### src/rtl/button_conditioner.sv
// Button conditioner: per-channel 2-flop sync, debounce, and press/release/tap/long strobes.
// Optional auto-repeat strobes are built only when BTN_AUTOREPEAT_EN is defined.
module button_conditioner #(
    parameter int unsigned N_BTN           = 5,
    parameter int unsigned DEBOUNCE_CYCLES = 1_000_000,
    parameter int unsigned LONG_CYCLES     = 15_000_000,
    parameter int unsigned REPEAT_CYCLES   = 10_000_000
) (
    input  logic             clk,
    input  logic             reset,
    input  logic [N_BTN-1:0] btn_raw,
    output logic [N_BTN-1:0] btn_level,
    output logic [N_BTN-1:0] press_pulse,
    output logic [N_BTN-1:0] release_pulse,
    output logic [N_BTN-1:0] tap_pulse,
    output logic [N_BTN-1:0] long_pulse,
    output logic [N_BTN-1:0] repeat_pulse,
    output logic             any_held
);

    localparam int unsigned DEB_W  = $clog2(DEBOUNCE_CYCLES + 1);
    localparam int unsigned HOLD_W = $clog2(LONG_CYCLES + 1);
`ifdef BTN_AUTOREPEAT_EN
    localparam int unsigned REP_W  = $clog2(REPEAT_CYCLES + 1);
`endif

    typedef enum logic [1:0] {
        ST_IDLE = 2'd0,
        ST_HELD = 2'd1,
        ST_LONG = 2'd2
    } state_e;

    // Zero-length timers would make the counters meaningless.
    generate
        if (N_BTN == 0 || DEBOUNCE_CYCLES == 0 || LONG_CYCLES == 0 || REPEAT_CYCLES == 0) begin : g_bad_cfg
            $error("button_conditioner: all parameters must be non-zero");
        end
    endgenerate

    for (genvar i = 0; i < N_BTN; i++) begin : g_ch
        state_e            state_q;
        logic [1:0]        sync_q;
        logic              btn_s;
        logic              level_q;
        logic              level_d;
        logic [DEB_W-1:0]  deb_q;
        logic [DEB_W-1:0]  deb_d;
        logic [HOLD_W-1:0] hold_q;
        logic [HOLD_W-1:0] hold_inc;
        logic              press_q;
        logic              release_q;
        logic              tap_q;
        logic              long_q;
        logic              rise;
        logic              fall;

        assign btn_s    = sync_q[1];
        assign hold_inc = hold_q + HOLD_W'(1);
        assign rise     = level_d & ~level_q;
        assign fall     = ~level_d & level_q;

        // Debounce: level flips only after DEBOUNCE_CYCLES consecutive disagreeing samples.
        always_comb begin
            deb_d   = '0;
            level_d = level_q;
            if (btn_s != level_q) begin
                if (deb_q == DEB_W'(DEBOUNCE_CYCLES - 1)) begin
                    level_d = ~level_q;
                end else begin
                    deb_d = deb_q + DEB_W'(1);
                end
            end
        end

`ifdef BTN_AUTOREPEAT_EN
        logic [REP_W-1:0] rep_q;
        logic [REP_W-1:0] rep_d;
        logic             repeat_q;

        assign rep_d = (rep_q == REP_W'(REPEAT_CYCLES - 1)) ? '0 : rep_q + REP_W'(1);
        assign repeat_pulse[i] = repeat_q;
`else
        assign repeat_pulse[i] = 1'b0;
`endif

        // Sync chain, debounce state and hold FSM with registered strobes.
        always_ff @(posedge clk) begin
            if (reset) begin
                state_q   <= ST_IDLE;
                sync_q    <= '0;
                level_q   <= 1'b0;
                deb_q     <= '0;
                hold_q    <= '0;
                press_q   <= 1'b0;
                release_q <= 1'b0;
                tap_q     <= 1'b0;
                long_q    <= 1'b0;
`ifdef BTN_AUTOREPEAT_EN
                rep_q     <= '0;
                repeat_q  <= 1'b0;
`endif
            end else begin
                sync_q    <= {sync_q[0], btn_raw[i]};
                deb_q     <= deb_d;
                level_q   <= level_d;
                press_q   <= rise;
                release_q <= fall;
                tap_q     <= 1'b0;
                long_q    <= 1'b0;
`ifdef BTN_AUTOREPEAT_EN
                repeat_q  <= 1'b0;
`endif
                case (state_q)
                    ST_IDLE: begin
                        if (rise) begin
                            hold_q <= '0;
                            if (LONG_CYCLES == 1) begin
                                long_q  <= 1'b1;
                                state_q <= ST_LONG;
`ifdef BTN_AUTOREPEAT_EN
                                rep_q   <= '0;
`endif
                            end else begin
                                state_q <= ST_HELD;
                            end
                        end
                    end
                    ST_HELD: begin
                        if (fall) begin
                            tap_q   <= 1'b1;
                            state_q <= ST_IDLE;
                        end else begin
                            hold_q <= hold_inc;
                            if (hold_inc == HOLD_W'(LONG_CYCLES - 1)) begin
                                long_q  <= 1'b1;
                                state_q <= ST_LONG;
`ifdef BTN_AUTOREPEAT_EN
                                rep_q   <= '0;
`endif
                            end
                        end
                    end
                    ST_LONG: begin
                        // hold_q stays parked at its terminal value, so long fires once per hold.
                        if (fall) begin
                            state_q <= ST_IDLE;
                        end
`ifdef BTN_AUTOREPEAT_EN
                        else begin
                            rep_q    <= rep_d;
                            repeat_q <= (rep_d == REP_W'(REPEAT_CYCLES - 1));
                        end
`endif
                    end
                    default: begin
                        state_q <= ST_IDLE;
                    end
                endcase
            end
        end

        assign btn_level[i]     = level_q;
        assign press_pulse[i]   = press_q;
        assign release_pulse[i] = release_q;
        assign tap_pulse[i]     = tap_q;
        assign long_pulse[i]    = long_q;
    end

    assign any_held = |btn_level;

endmodule

### config.mk
export PLATFORM = sky130hd
export DESIGN_NAME = button_conditioner
export DESIGN_NICKNAME = d
export VERILOG_FILES = /design/src/rtl/button_conditioner.sv
export SDC_FILE = /design/constraint.sdc
export NUM_CORES = 1
export LEC_CHECK = 0
export ABC_CLOCK_PERIOD_IN_PS = 3200
export CORE_MARGIN = 4
export CORE_UTILIZATION = 58
export CTS_CLUSTER_DIAMETER = 100
export DETAILED_ROUTE_END_ITERATION = 16
export DONT_BUFFER_PORTS = 1
export GPL_TIMING_DRIVEN = 0
export MAX_ROUTING_LAYER = met4
export PLACE_DENSITY_LB_ADDON = 0.05
export SETUP_SLACK_MARGIN = 0.5
export SLEW_MARGIN = 10
export SYNTH_ARGS = -nofsm -noshare
export SYNTH_HDL_FRONTEND = slang
export SYNTH_SLANG_ARGS = --single-unit
### constraint.sdc
create_clock -name clk -period 3.2 [get_ports clk]
set_clock_uncertainty 0.2 [all_clocks]
set_input_delay 0.48 -clock clk [delete_from_list [all_inputs] [get_ports clk]]
set_output_delay 0.48 -clock clk [all_outputs]
set_load 0.01 [all_outputs]
==> flow_summary.toml <==
[power]
leakage_nw = 5.72
power_density_mw_per_mm2 = 418
ir_drop_v = 0.000459

[placement]
port_buffers = 0
hpwl_um = 24300
dp_slack_ns = -0.361
routabilityCongestion = 0.960
dp_cells = 2112

[critical_path]
crit_arrival_ns = 3.11
cp.required_ns = 3.45
rrSetupSlack_ns = 0.34
worst-setup-path-type = "flop to flop"
worst-path-max-fanout = 4
reg2regPathDepth = 8
r2r-end = "g_ch[3].state_q[0]"
rr_startpoint = "g_ch[3].hold_q[0]"
start_kind = "flop"
worst_setup_path_end_kind = "flop"

[clock_tree]
numClockSinks = 265
clk_latency_ns = 0.56
cts_tree = "built"
cts_max_path_buffers = 3
numCtsBuffers = 29
root_buffer = "clkbuf_16"
clk_pin_slew_ns = 0.06
cts_htree_levels = 1

[logic_synthesis]
synth_edf_count = 0
synth_cell_types = 74
yosysSeqAreaShare_pct = 37.8
synth_top_area_share_pct = 37.8
ys_async_sr_fraction_pct = 0
synth_top_area_cell = "dfxtp_1"
postSynthCellCount = 1789
ys_top_cells_by_area = "dfxtp_1, nor2_1, a21oi_1, xor2_1, o21ai_0"
synth-seq-cells = 265
syn_area_mm2 = 0.0140
synth_most_common_cell = "dfxtp_1"
synth_common_cells = "dfxtp_1, nor2_1, a21oi_1, nand2_1, o21ai_0"
dominantRegCellSynth = "dfxtp_1"
avgSynthCellArea_um2 = 7.85
yosys_warnings = 0

[timing]
tightestPinTransition_ns = 0.995
setup_viol = 0
post-route-min-period_ns = 2.86
timing.final.ws_setup_ns = 0.341
relSlewSlack_pct = 33.7
max_freq_ghz = 0.350
rsz0062_at_grt = "yes"
final_max_slew_viol_count = 0
finalCritPeriodShare_pct = 89.4
hold_violations = 0

[floorplanning]
chipHeight_um = 164
die_w_um = 164
initial_core_util_pct = 59.5
rows = 56
io_pins = 38
core_area_mm2 = 0.0236
dieArea_mm2 = 0.0268

[grt]
grt_usage_pct = 27.9
grt_max_degree = 15
antenna_found_initial = 0
grt_pass1_wl_um = 61400
grt_pass1_vias = 12500
grt_overflow = 0

[route]
firstDrtPassIters = 9
met2_length_um = 17600
drc_errors = 0
wl_met3_um = 2340
wl_met1_um = 16800
ant_nets = 0
via_per_inst = 6.14
routed.top_layer = "met4"
drt_iter0_markers = 996
wl_um = 37800
post_drt_wl_per_cell_um = 17.0
vias = 13700

[hold_path]
hold_path_class = "flop to flop"
hold_path_depth = 1
min_from = "g_ch[4].deb_q[0]"
min_to = "g_ch[4].deb_q[0]"

[layout]
instances_no_fill = 2228
syn_to_final_growth_pct = 21.1
fill_cells = 1880
drive_gt1_share_pct = 18.6
fin_nets = 1908
diodes = 0

[flow_run]
cap_viol_max_count = 0

[run_status]
outcome = "finished clean"
metrics by stage:
| stage | TNS [ns] | cell area [um^2] | total power, mW | util, % | hold slack (ns) |
|---|---|---|---|---|---|
| after floorplan | 0 | 14100 | 3.44 | - | 0.214 |
| after global placement | -5.46 | 14500 | 3.48 | 61.4 | 0.222 |
| after detailed placement | -5.25 | 14500 | 3.48 | 61.4 | 0.223 |
| after CTS | 0 | 16200 | 7.16 | 68.5 | 0.237 |
| after global routing | 0 | 17000 | 7.32 | 72.0 | 0.258 |
| final | 0 | 17000 | 7.12 | 72.0 | 0.230 |
report_power, final:
group / internal [mW] / leakage (nW) / switching, mW / total [mW]
logic: 0.0227 / 3.04 / 0.0825 / 0.105
clock network: 2.29 / 0.529 / 1.42 / 3.71
registers: 3.30 / 2.15 / 0.00514 / 3.30
cell type report:
| cell class | instances | area (um^2) | area share (%) |
|---|---|---|---|
| clock inverter | 19 | 265 | 1.56 |
| multi-input combinational | 1364 | 8720 | 51.3 |
| inverter | 25 | 93.8 | 0.552 |
| timing repair buffer | 62 | 524 | 3.08 |
| tap | 319 | 399 | 2.35 |
| clock buffer | 35 | 810 | 4.76 |
| buffer | 139 | 830 | 4.88 |
| sequential | 265 | 5370 | 31.6 |
repair_timing:
| item | 4_1_cts | 5_1_grt |
|---|---|---|
| hold buffers | 5 | 0 |
| endpoints found under the setup margin | 165 | 164 |
| endpoints found under the hold margin | 5 | 0 |
| gates cloned | 0 | 2 |
| gates resized for setup | 110 | 203 |
| pin swaps | 15 | 43 |
| setup buffers | 22 | 33 |
flip-flops by register name (all words and copies together), names as in the netlist:
name / flops
g_ch.deb_q: 100
g_ch.sync_q: 10
g_ch.tap_q: 5
g_ch.level_q: 5
g_ch.press_q: 5
g_ch.long_q: 5
g_ch.state_q: 10
g_ch.hold_q: 120
g_ch.release_q: 5
placed cells by master (no fill, tap or decap), drive strengths merged, types with 8 or more instances in the layout:
cell / netlist / layout
nor3: 66 / 66
clkbuf: 94 / 120
nor4: 25 / 25
o21ai: 103 / 103
nor4b: 9 / 9
a31oi: 48 / 48
inv: 25 / 27
clkinv: 0 / 9
or3: 44 / 44
xnor2: 49 / 49
nand2: 127 / 127
or4: 19 / 19
nand3: 100 / 100
and4: 24 / 24
and3: 51 / 51
dfxtp: 265 / 265
a311oi: 19 / 19
nor2b: 24 / 24
nand2b: 18 / 18
nand3b: 13 / 13
buf: 45 / 111
a21oi: 139 / 139
a31o: 8 / 8
nand4: 44 / 44
and2: 17 / 17
nor2: 219 / 219
nand4b: 16 / 16
a211oi: 8 / 8
xor2: 62 / 62
ha: 15 / 15
layer usage:
metal  up-vias  GRT usage (%)
met3        89           3.89
met4         0           9.84
li1       6646              -
met1      6473           37.0
met5         -              -
met2       465           44.1
cell families after synthesis:
logic type	synth area share, %
AO/OA/AOI/OAI	16.2
XOR/XNOR	6.93
adder cells (fa/ha/maj)	1.34
buffers and inverters	5.32
flip-flops	37.8
multiplexers	0.740
other	0.0267
AND/OR/NAND/NOR	31.6
how the worst max path moves through the flow:
stage	start	end	slack [ns]	depth (start not counted)
6_report	g_ch[3].hold_q[0]	g_ch[3].state_q[0]	0.34	8
3_5_place_dp	g_ch[4].deb_q[0]	g_ch[4].hold_q[5]	-0.36	10
2_1_floorplan	g_ch[3].hold_q[12]	g_ch[3].state_q[0]	0.46	8
5_1_grt	g_ch[3].hold_q[1]	g_ch[3].state_q[0]	0.31	8
4_1_cts	g_ch[3].hold_q[1]	g_ch[3].state_q[0]	0.38	8
3_3_place_gp	g_ch[4].deb_q[0]	g_ch[4].hold_q[7]	-0.42	10
critical path, stage by stage, from the launching register on:
cell and delay, ns:
dfxtp_4 0.37, ha_4 0.16, nand3_4 0.11, or4_4 0.52, o21ai_2 0.14, nor4b_2 0.19, or4b_4 0.50, or3_4 0.37
o21a_1 0.20
Note: power is estimated with default switching activity, not from simulation.
